===== src/rtl/mem_stage_hs.sv =====
// Purpose : MEM pipeline stage. Aligns stores onto byte lanes (with store-data
//           forwarding), runs a req/ack bus handshake with timeout, extracts and
//           sign/zero-extends load data, and registers the WB-stage outputs.
// Latency : non-memory and misaligned ops: 1 edge. Memory ops: 1 edge to issue,
//           then complete on the edge after bus_ack (or after TIMEOUT cycles).
// Backpr. : busy holds upstream while a memory op is outstanding; stall_in freezes
//           the output registers (a finished bus result parks in HOLD); clr flushes.
// Ports   : clk/reset (sync, active-high); stall_in, clr; instruction inputs
//           (valid_in, pc_in, mem_op, addr, wdata, rt_addr, wb_*_in, tnew_in);
//           forwarding buses fwd_addr/fwd_data (index 0 = highest priority);
//           bus_req/we/addr/be/wdata out, bus_ack/rdata in; busy; registered
//           WB outputs valid_out, pc_out, wb_addr_out, wb_data_out, tnew_out, exc_out.
module mem_stage_hs #(
    parameter int NUM_FWD = 2,
    parameter int TIMEOUT = 255
) (
    input  logic                   clk,
    input  logic                   reset,
    input  logic                   stall_in,
    input  logic                   clr,
    input  logic                   valid_in,
    input  logic [31:0]            pc_in,
    input  logic [4:0]             mem_op,
    input  logic [31:0]            addr,
    input  logic [31:0]            wdata,
    input  logic [4:0]             rt_addr,
    input  logic [4:0]             wb_addr_in,
    input  logic [31:0]            wb_data_in,
    input  logic [1:0]             tnew_in,
    input  logic [NUM_FWD*5-1:0]   fwd_addr,
    input  logic [NUM_FWD*32-1:0]  fwd_data,
    output logic                   bus_req,
    output logic                   bus_we,
    output logic [31:0]            bus_addr,
    output logic [3:0]             bus_be,
    output logic [31:0]            bus_wdata,
    input  logic                   bus_ack,
    input  logic [31:0]            bus_rdata,
    output logic                   busy,
    output logic                   valid_out,
    output logic [31:0]            pc_out,
    output logic [4:0]             wb_addr_out,
    output logic [31:0]            wb_data_out,
    output logic [1:0]             tnew_out,
    output logic [4:0]             exc_out
);

    localparam int           CW      = (TIMEOUT < 1) ? 1 : $clog2(TIMEOUT + 1);
    localparam logic [CW-1:0] TMO_V  = CW'(TIMEOUT);
    localparam logic [4:0]   EXC_LD  = 5'd4;
    localparam logic [4:0]   EXC_ST  = 5'd5;
    localparam logic [4:0]   EXC_TMO = 5'd6;

    typedef enum logic [1:0] {
        IDLE = 2'd0,
        REQ  = 2'd1,
        HOLD = 2'd2
    } state_t;

    state_t        state, state_nx;
    logic [CW-1:0] cnt;
    logic          kill_q;       // transaction was flushed; its completion loads a bubble

    // Captured transaction context
    logic [29:0]   baddr_q;
    logic [1:0]    off_q;
    logic [3:0]    be_q;
    logic [31:0]   wd_q;
    logic          we_q;
    logic          ld_q;
    logic          uns_q;
    logic [1:0]    size_q;
    logic [31:0]   pc_q;
    logic [4:0]    wba_q;
    logic [1:0]    tnew_q;
    logic [31:0]   rdat_q;       // read word parked while stalled in HOLD
    logic          tmo_q;        // HOLD entered because of a timeout

    // Decode
    logic is_ld, is_st, is_mem, mis;
    assign is_ld  = mem_op[4];
    assign is_st  = mem_op[3] & ~mem_op[4];
    assign is_mem = is_ld | is_st;
    assign mis    = ((mem_op[1:0] == 2'd1) & addr[0]) |
                    (mem_op[1] & (addr[1:0] != 2'b00));

    function automatic logic [1:0] tdec(input logic [1:0] t);
        return (t == 2'd0) ? 2'd0 : t - 2'd1;
    endfunction

    // Store data: scan from the lowest-priority source upward so index 0 wins.
    // Register 0 is never forwarded.
    logic [31:0] st_src;
    always_comb begin
        st_src = wdata;
        for (int i = NUM_FWD - 1; i >= 0; i--) begin
            if ((fwd_addr[i*5 +: 5] == rt_addr) && (fwd_addr[i*5 +: 5] != 5'd0))
                st_src = fwd_data[i*32 +: 32];
        end
    end

    // Lane placement and byte enables
    logic [31:0] lane_nx;
    logic [3:0]  be_nx;
    always_comb begin
        lane_nx = st_src;
        be_nx   = 4'b1111;
        case (mem_op[1:0])
            2'd0: begin
                lane_nx = {4{st_src[7:0]}};
                be_nx   = 4'b0001 << addr[1:0];
            end
            2'd1: begin
                lane_nx = {2{st_src[15:0]}};
                be_nx   = addr[1] ? 4'b1100 : 4'b0011;
            end
            default: begin
                lane_nx = st_src;
                be_nx   = 4'b1111;
            end
        endcase
    end

    // FSM next state and handshake
    logic start, tmo, ack_eff, fin, busy_c, req_c;
    always_comb begin
        state_nx = state;
        start    = 1'b0;
        tmo      = 1'b0;
        ack_eff  = 1'b0;
        fin      = 1'b0;
        busy_c   = 1'b0;
        req_c    = 1'b0;
        case (state)
            IDLE: begin
                // A flushed instruction never reaches the bus.
                if (valid_in && is_mem && !mis && !clr) begin
                    busy_c   = 1'b1;
                    start    = 1'b1;
                    state_nx = REQ;
                end
            end
            REQ: begin
                tmo     = (cnt == TMO_V);
                req_c   = ~tmo;
                ack_eff = bus_ack & ~tmo;   // a late ack after the drop is ignored
                busy_c  = ~(ack_eff | tmo);
                fin     = (ack_eff | tmo) & ~stall_in;
                if (ack_eff || tmo)
                    state_nx = stall_in ? HOLD : IDLE;
            end
            HOLD: begin
                if (!stall_in) begin
                    fin      = 1'b1;
                    state_nx = IDLE;
                end
            end
            default: state_nx = IDLE;
        endcase
    end

    assign busy      = busy_c & ~reset;
    assign bus_req   = req_c & ~reset;
    assign bus_we    = bus_req & we_q;
    assign bus_addr  = {baddr_q, 2'b00};
    assign bus_be    = be_q;
    assign bus_wdata = wd_q;

    // Load extraction
    logic [31:0] ld_word, shifted, ld_val;
    always_comb begin
        ld_word = (state == HOLD) ? rdat_q : bus_rdata;
        shifted = ld_word >> {off_q, 3'b000};
        case (size_q)
            2'd0:    ld_val = {{24{~uns_q & shifted[7]}}, shifted[7:0]};
            2'd1:    ld_val = {{16{~uns_q & shifted[15]}}, shifted[15:0]};
            default: ld_val = ld_word;
        endcase
    end

    // Next output record; all-zero is the bubble
    logic        o_vld;
    logic [31:0] o_pc;
    logic [4:0]  o_wba;
    logic [31:0] o_wbd;
    logic [1:0]  o_tnew;
    logic [4:0]  o_exc;
    logic        tmo_eff;
    always_comb begin
        o_vld   = 1'b0;
        o_pc    = 32'd0;
        o_wba   = 5'd0;
        o_wbd   = 32'd0;
        o_tnew  = 2'd0;
        o_exc   = 5'd0;
        tmo_eff = (state == HOLD) ? tmo_q : tmo;
        if (state == IDLE) begin
            if (valid_in && (!is_mem || mis)) begin
                o_vld  = 1'b1;
                o_pc   = pc_in;
                o_wba  = is_mem ? 5'd0 : wb_addr_in;
                o_wbd  = wb_data_in;
                o_tnew = tdec(tnew_in);
                o_exc  = !is_mem ? 5'd0 : (is_ld ? EXC_LD : EXC_ST);
            end
        end else if (fin && !kill_q) begin
            o_vld  = 1'b1;
            o_pc   = pc_q;
            o_tnew = tdec(tnew_q);
            if (tmo_eff) begin
                o_exc = EXC_TMO;
            end else if (ld_q) begin
                o_wba = wba_q;
                o_wbd = ld_val;
            end
        end
    end

    // FSM and transaction context
    always_ff @(posedge clk) begin
        if (reset) begin
            state   <= IDLE;
            cnt     <= '0;
            kill_q  <= 1'b0;
            baddr_q <= 30'd0;
            off_q   <= 2'd0;
            be_q    <= 4'd0;
            wd_q    <= 32'd0;
            we_q    <= 1'b0;
            ld_q    <= 1'b0;
            uns_q   <= 1'b0;
            size_q  <= 2'd0;
            pc_q    <= 32'd0;
            wba_q   <= 5'd0;
            tnew_q  <= 2'd0;
            rdat_q  <= 32'd0;
            tmo_q   <= 1'b0;
        end else begin
            state <= state_nx;
            if (start) begin
                cnt     <= '0;
                kill_q  <= 1'b0;
                baddr_q <= addr[31:2];
                off_q   <= addr[1:0];
                be_q    <= be_nx;
                wd_q    <= lane_nx;
                we_q    <= is_st;
                ld_q    <= is_ld;
                uns_q   <= mem_op[2];
                size_q  <= mem_op[1:0];
                pc_q    <= pc_in;
                wba_q   <= wb_addr_in;
                tnew_q  <= tnew_in;
            end else if (state == REQ && !(ack_eff || tmo)) begin
                cnt <= cnt + CW'(1);
            end
            if (state != IDLE && clr)
                kill_q <= 1'b1;
            if (state == REQ && (ack_eff || tmo)) begin
                rdat_q <= bus_rdata;
                tmo_q  <= tmo;
            end
        end
    end

    // WB-stage output registers: clr beats stall_in
    always_ff @(posedge clk) begin
        if (reset || clr) begin
            valid_out   <= 1'b0;
            pc_out      <= 32'd0;
            wb_addr_out <= 5'd0;
            wb_data_out <= 32'd0;
            tnew_out    <= 2'd0;
            exc_out     <= 5'd0;
        end else if (!stall_in) begin
            valid_out   <= o_vld;
            pc_out      <= o_pc;
            wb_addr_out <= o_wba;
            wb_data_out <= o_wbd;
            tnew_out    <= o_tnew;
            exc_out     <= o_exc;
        end
    end

endmodule


===== config.mk =====
export PLATFORM = sky130hd
export DESIGN_NAME = mem_stage_hs
export DESIGN_NICKNAME = d
export VERILOG_FILES = /design/src/rtl/mem_stage_hs.sv
export SDC_FILE = /design/constraint.sdc
export NUM_CORES = 1
export LEC_CHECK = 0
export ABC_AREA = 1
export BUFFER_PORTS_ARGS = -buffer_cell sky130_fd_sc_hd__buf_2
export CAP_MARGIN = 20
export CORE_ASPECT_RATIO = 1.4
export CORE_MARGIN = 2
export CORE_UTILIZATION = 35
export DETAILED_ROUTE_END_ITERATION = 6
export GPL_TIMING_DRIVEN = 1
export PLACE_DENSITY = 0.71
export SYNTH_ARGS = -nofsm -noshare
export SYNTH_HDL_FRONTEND = slang
export SYNTH_SLANG_ARGS = --single-unit

===== constraint.sdc =====
create_clock -name clk -period 2.24 [get_ports clk]
set_clock_uncertainty 0.2 [all_clocks]
set_input_delay 0.336 -clock clk [delete_from_list [all_inputs] [get_ports clk]]
set_output_delay 0.336 -clock clk [all_outputs]
set_load 0.02 [all_outputs]

==> results of run 1 <==
## worst max-delay path, stage by stage, from the launching register on
cell	delay, ns
sky130_fd_sc_hd__dfxtp_2	0.34
sky130_fd_sc_hd__buf_6	0.11
sky130_fd_sc_hd__inv_4	0.04
sky130_fd_sc_hd__ha_4	0.19
sky130_fd_sc_hd__nand3_4	0.07
sky130_fd_sc_hd__nand2_2	0.06
sky130_fd_sc_hd__inv_2	0.07
sky130_fd_sc_hd__nand2_4	0.06
sky130_fd_sc_hd__a21oi_4	0.14
sky130_fd_sc_hd__buf_6	0.14
## synth_stat cells (all sizes together)
library cell  instances
a211oi               17
a21boi                8
a21oi               157
a22oi                 1
a31oi                40
a32oi                 1
buf                  58
clkbuf               66
clkinv                5
conb                  1
dfxtp               231
ha                    4
inv                  99
mux2i                 6
nand2               515
nand3               102
nand3b                1
nand4                44
nor2                141
nor3                  6
nor3b                 1
o211ai                6
o21a                  8
o21ai               165
o22ai                 7
or2                  26
xnor2                 1
xor2                  3
## power breakdown
group | total, W | switching [W] | leakage, nW | internal, W
clock network | 0.00419 | 0.00167 | 0.402 | 0.00252
logic | 0.00369 | 0.00208 | 5.41 | 0.00161
registers | 0.00465 | 0.000203 | 1.88 | 0.00444
total | 0.0125 | 0.00395 | 7.69 | 0.00857
## kinds of logic (layout without fill, tap and decap cells)
kind of cell	Yosys count	after routing
multiplexers	6	6
buffers and inverters	228	805
XOR/XNOR	4	4
AND/OR/NAND/NOR	836	836
flip-flops	231	231
AO/OA/AOI/OAI	410	410
adder cells (fa/ha/maj)	4	4
other	1	10
## cell type report
cell class / count / area (um2)
clock inverters: 8 / 131
inverters: 104 / 403
clock buffers: 35 / 702
repair buffers: 658 / 4620
fillers: 2973 / 15100
multi-input cells: 1264 / 6140
well taps: 440 / 551
flip-flops and latches: 231 / 4630
diodes: 6 / 15.0
## layer usage
metal  routed length, um  vias up  GRT usage (%)  share of wire, %
met3                3250      175           4.36               7.0
li1                    -     6823              -                 -
met1               16500     6429           26.6                35
met2               23900      725           47.9                51
met4                2840        2           13.9               6.1
met5                  12        -              0             0.026
## per-stage QoR
step                cells  area (um2)  total power, W
global placement     2538       14400         0.00772
floorplan            1723       11500         0.00639
finish               2746       17200          0.0125
CTS                  2729       16900          0.0123
global route         2744       17200          0.0131
detailed placement   2538       14400         0.00777
## state kept, by name (all words and copies together), names as in the netlist, 2 cells and up
register,cells
baddr_q,30
bus_be,4
bus_wdata,32
cnt,8
exc_out,3
off_q,2
pc_out,32
pc_q,32
rdat_q,32
size_q,2
state,2
tnew_out,2
tnew_q,2
wb_addr_out,5
wb_data_out,32
wba_q,5
## worst max-delay path by stage
| stage | to | slack [ns] | cells past startpoint |
|---|---|---|---|
| after floorplan | busy | 0.06 | 8 |
| after global placement | wb_data_out[16] | -0.06 | 13 |
| after detailed placement | wb_data_out[21] | -0.12 | 13 |
| after CTS | busy | -0.07 | 9 |
| after global routing | busy | -0.10 | 9 |
| final | busy | -0.04 | 9 |
## timing repair
action / in CTS / in global routing
hold endpoints to repair: 180 / 0
cloned: 1 / 4
pin swaps: 8 / 14
hold buffers: 139 / 0
resized for setup: 29 / 54
setup endpoints to repair: 22 / 104
buffers inserted: 8 / 8
==> reports/summary.txt, run 1 <==
================================================================================
Outcome                                                             complete, but fails checks
Violated checks                                                     setup timing
Number of antenna violations at the first check in global routing              6
Leading cell types by total area after synthesis                    sky130_fd_sc_hd__dfxtp_1 40%, sky130_fd_sc_hd__nand2_1 17%, sky130_fd_sc_hd__o21ai_0 7.0%
Pwr dens                                                              729 nW/um2
Area added between synthesis and finish                                    49.9%
DRC viols                                                                      0
Static power due to leakage                                              7.69 nW
Total number of vias                                                       14200
Dpl hpwl                                                                 31.8 mm
Critical R2R Capture                                                wb_data_out[23]
Worst Hold Path EP                                                  bus_wdata[18]
Min Clock Period, post-route                                             2.28 ns
Data arrival, critical path                                              1.74 ns
Register bit total from synthesis                                            231
Multiplexer area fraction after synthesis                                 0.524%
Antenna Nets Post-Route                                                        0
Type of destination of the critical path                            primary output
Kind of critical path                                               register to primary output
Number of stages on the worst hold path                                        5
Actual slew at the worst max-slew pin                                   0.550 ns
Final number of max-transition violations                                      0
Synthesized-area fraction occupied by adder cells                         0.437%
Remaining Overflow, GRT                                                        0
Count of input and output buffers                                            400
Final RePlAce weighted congestion                                          0.928
Rel. slew slack                                                            63.1%
Fraction of final layout cells with drive strength greater than 1          28.0%
Summed negative setup slack over all endpoints                        -0.0375 ns
Worst hold-check slack                                                 0.0243 ns
Cell taking the most area after synthesis                           sky130_fd_sc_hd__dfxtp_1
Leading cell type in the layout, fill and taps excluded             sky130_fd_sc_hd__nand2_1
Routed wire length                                                       46.5 mm
Path class of the lowest-slack min-delay path                       primary input to register
Cells after synthesis                                                       1720
Iteration-0 DRC count of the detailed router                                1064
Syn avg cell area                                                       6.67 um2
Max Cap Viol                                                                   0
H-tree depth                                                                   1
Number of buffers created by CTS                                              24
Global-route wire length before repair                                   69.3 mm
Worst min-delay path startpoint                                        wdata[18]
Setup repair after global routing missed its margin                          yes
Worst-case vdd ir drop                                                    520 uV
Vias in the first global route                                             13600
Portion of the post-synthesis area used by sequential elements             40.3%
CTS clock-pin slew for the worst setup and hold paths                    0.06 ns
Final Hold Fails                                                               0
Num rows                                                                      78
Length of the first detailed-routing pass in iterations                        6
Post-route clock period utilization                                         102%
Max FO, Critical Path                                                          4
Clock sink total                                                             231
Core utilization of the finished layout                                    53.2%
Clock insertion delay at the later pin of the skew report                0.53 ns
Number of primary I/O pins                                                   405
Post-route worst setup slack                                          -0.0375 ns
Crit start category                                                     register
Count of different cell masters after synthesis                               42
Overall fraction of global-route tracks in use                             25.5%
Clock tree from TritonCTS                                                  built
Final setup violation count                                                    1
Clock tree root buffer cell                                         sky130_fd_sc_hd__clkbuf_16
Die Area                                                               34200 um2
FMAX                                                                   0.439 GHz
Floorplan die height                                                      218 um
Post-synthesis compound-gate area fraction                                 19.4%
Detailed-route vias per instance                                            5.15
# nets final                                                                2544
Die width                                                                 157 um
Share of the synthesized area in the top cell type                         40.3%
Synth Area in XOR/XNOR                                                    0.306%
Pin count of the biggest net entering global routing                          72
Worst reg2reg setup slack                                                0.05 ns
Startpoint of the worst setup timing path                               state[1]
Average wire per standard cell                                           16.9 um
Initial cell density of the core                                           35.5%
Main combinational cell family by area after synthesis              simple AND/OR/NAND/NOR gates
Placement Setup Slack                                                  -0.119 ns
Buffer levels on the longest clock path                                        3
Area of the core region                                                32300 um2
Yosys warnings                                                                 0
Reg2Reg Depth                                                                 10
Commonest cells after routing, fill and taps aside                  505 x sky130_fd_sc_hd__nand2_1, 397 x sky130_fd_sc_hd__buf_2, 225 x sky130_fd_sc_hd__dfxtp_1
Simple-gate share of the synthesized area                                  30.5%
CP Data Required Time                                                    1.70 ns
Mapped cell area                                                       11500 um2
Beginning of the worst register-to-register path                        state[1]
================================================================================
Note: power is estimated with default switching activity, not from simulation.
==> run 2: changes to the inputs <==
Settings changed: CTS_CLUSTER_DIAMETER set to 60, GPL_TIMING_DRIVEN 1 to 0, SETUP_SLACK_MARGIN set to 0.15.
==> reports/summary.txt, run 2 (synthesis results as in run 1) <==
================================================================================
Outcome                                                             complete, but fails checks
Violated checks                                                     setup timing
Average wire per standard cell                                           18.5 um   +9.4%
Max Cap Viol                                                                   0   unchanged
Number of primary I/O pins                                                   405   unchanged
H-tree depth                                                                   1   unchanged
Worst reg2reg setup slack                                               -0.16 ns   -0.21 ns
Detailed-route vias per instance                                            5.21   +1.2%
Post-route worst setup slack                                           -0.231 ns   -0.193 ns
Commonest cells after routing, fill and taps aside                  445 x sky130_fd_sc_hd__nand2_1, 418 x sky130_fd_sc_hd__buf_2, 227 x sky130_fd_sc_hd__dfxtp_1
Type of destination of the critical path                            primary output
Static power due to leakage                                              8.33 nW   +8.3%
Dpl hpwl                                                                 36.1 mm   +14%
Worst-case vdd ir drop                                                    537 uV   +3.3%
Leading cell type in the layout, fill and taps excluded             sky130_fd_sc_hd__nand2_1
Count of input and output buffers                                            397   -0.75%
Routed wire length                                                       52.4 mm   +13%
Delay-heaviest family, CP                                           buffers and inverters
Overall fraction of global-route tracks in use                             28.6%   +3.0 points
Max FO, Critical Path                                                          2   -2
Most frequent cell on the critical path                             sky130_fd_sc_hd__buf_6
Path class of the lowest-slack min-delay path                       primary input to register
Number of buffers created by CTS                                              27   +13%
Number of antenna violations at the first check in global routing              4   -2
Die width                                                                 157 um   unchanged
Pin count of the biggest net entering global routing                          14   -81%
Fraction of final layout cells with drive strength greater than 1          32.5%   +4.5 points
Initial cell density of the core                                           35.5%   unchanged
Longest individual stage delay on the worst path                         0.35 ns   about the same
Actual slew at the worst max-slew pin                                    1.02 ns   +0.469 ns
Clock insertion delay at the later pin of the skew report                0.56 ns   +0.03 ns
Number of buffers and inverters on the critical path                           3   -1
DRC viols                                                                      0   unchanged
Antenna Nets Post-Route                                                        0   unchanged
Remaining Overflow, GRT                                                        0   unchanged
Clock tree root buffer cell                                         sky130_fd_sc_hd__clkbuf_16
Area added between synthesis and finish                                    60.8%
Rel. slew slack                                                            31.9%   -31 points
Final number of max-transition violations                                      0   unchanged
Iteration-0 DRC count of the detailed router                                 945   -11%
Final setup violation count                                                   43   +42
Summed negative setup slack over all endpoints                          -3.57 ns   -3.53 ns
Global-route wire length before repair                                   76.6 mm   +10%
Floorplan die height                                                      218 um   unchanged
# nets final                                                                2624   +3.1%
Clock sink total                                                             231   unchanged
Setup repair after global routing missed its margin                          yes
Length of the first detailed-routing pass in iterations                        5   -1
Final RePlAce weighted congestion                                          0.947   +2.1%
Core utilization of the finished layout                                    57.1%   +3.8 points
Placement Setup Slack                                                  -0.419 ns   -0.300 ns
Min Clock Period, post-route                                             2.47 ns   +0.193 ns
Slowest library cell on the worst path                              sky130_fd_sc_hd__dfxtp_2
Cell Chain, Critical Path                                           ha_4 > buf_6 > buf_6 > nand4_1 > o21ai_2 > nor3b_2 > buf_4
Crit start category                                                     register
Data arrival, critical path                                              1.93 ns   +0.19 ns
Kind of critical path                                               register to primary output
FMAX                                                                   0.405 GHz   -7.8%
Area of the core region                                                32300 um2   unchanged
CP Data Required Time                                                    1.70 ns   about the same
Final Hold Fails                                                               0   unchanged
Post-route clock period utilization                                         110%   +8.6 points
Vias in the first global route                                             14500   +7.0%
Pwr dens                                                              736 nW/um2   +0.99%
CTS clock-pin slew for the worst setup and hold paths                    0.06 ns   about the same
Total number of vias                                                       14700   +4.2%
Clock tree from TritonCTS                                                  built
Num rows                                                                      78   unchanged
Die Area                                                               34200 um2   unchanged
Buffer levels on the longest clock path                                        3   unchanged
================================================================================
==> run 2: cell types whose count changed in the layout (fill, tap and decap cells not counted), sizes merged <==
cell	before	now
clkbuf	39	117
inv	99	102
dlygate4sd3	139	155
buf	514	503
bufinv	3	2
bufbuf	1	0
clkinvlp	2	1
clkinv	8	7
==> run 2: final timing paths <==
check | startpoint | endpoint | depth (start not counted)
max | cnt[1] | bus_we | 7
min | fwd_data[12] | bus_wdata[12] | 6
max reg2reg | state[0] | wb_data_out[30] | 14
min reg2reg | bus_wdata[1] | bus_wdata[1] | 2
==> run 2: area by class of cell <==
type / count / area (um2)
diodes: 6 / 15.0
plain buffers: 124 / 778
clock buffers: 40 / 774
clock inverters: 8 / 123
fillers: 2901 / 13900
inverters: 104 / 415
multi-input cells: 1264 / 6920
flip-flops and latches: 231 / 4630
well taps: 440 / 551
repair buffers: 611 / 4220
==> run 2: repair_timing <==
item,4_1_cts,5_1_grt
hold endpoints to repair,192,0
pin swaps,12,78
cloned,2,7
endpoints found under the setup margin,120,118
hold buffers,155,0
gates resized for setup,175,226
buffers inserted,29,21
==> run 2: metrics by stage <==
step	instances	hold slack [ns]	area, um2	power, W
detailed placement	2560	0.243	14000	0.00747
CTS	2794	0.00626	17200	0.0128
global placement	2560	0.239	14000	0.00742
global route	2826	0.0509	18400	0.0141
floorplan	1723	0.229	11500	0.00640
finish	2828	0.0212	18400	0.0136
==> run 2: tightest hold or removal path, delay by kind of cell <==
| family | cells | cell delay [ns] |
|---|---|---|
| AND/OR/NAND/NOR | 4 | 0.31 |
| buffers and inverters | 2 | 0.11 |
==> run 2: power by group <==
part           internal [W]  switching (W)  total, W
Sequential          0.00445       0.000228   0.00467
Clock               0.00264        0.00188   0.00452
Combinational       0.00185        0.00252   0.00437
Total               0.00894        0.00462    0.0136
==> run 2: per-layer routing <==
layer | vias up | global-route usage [%] | share of wire, %
met5 | - | 0 | 0
met4 | 0 | 17.9 | 6.6
met3 | 194 | 4.64 | 6.2
met2 | 703 | 52.3 | 51
met1 | 6853 | 30.1 | 36
li1 | 6996 | - | -
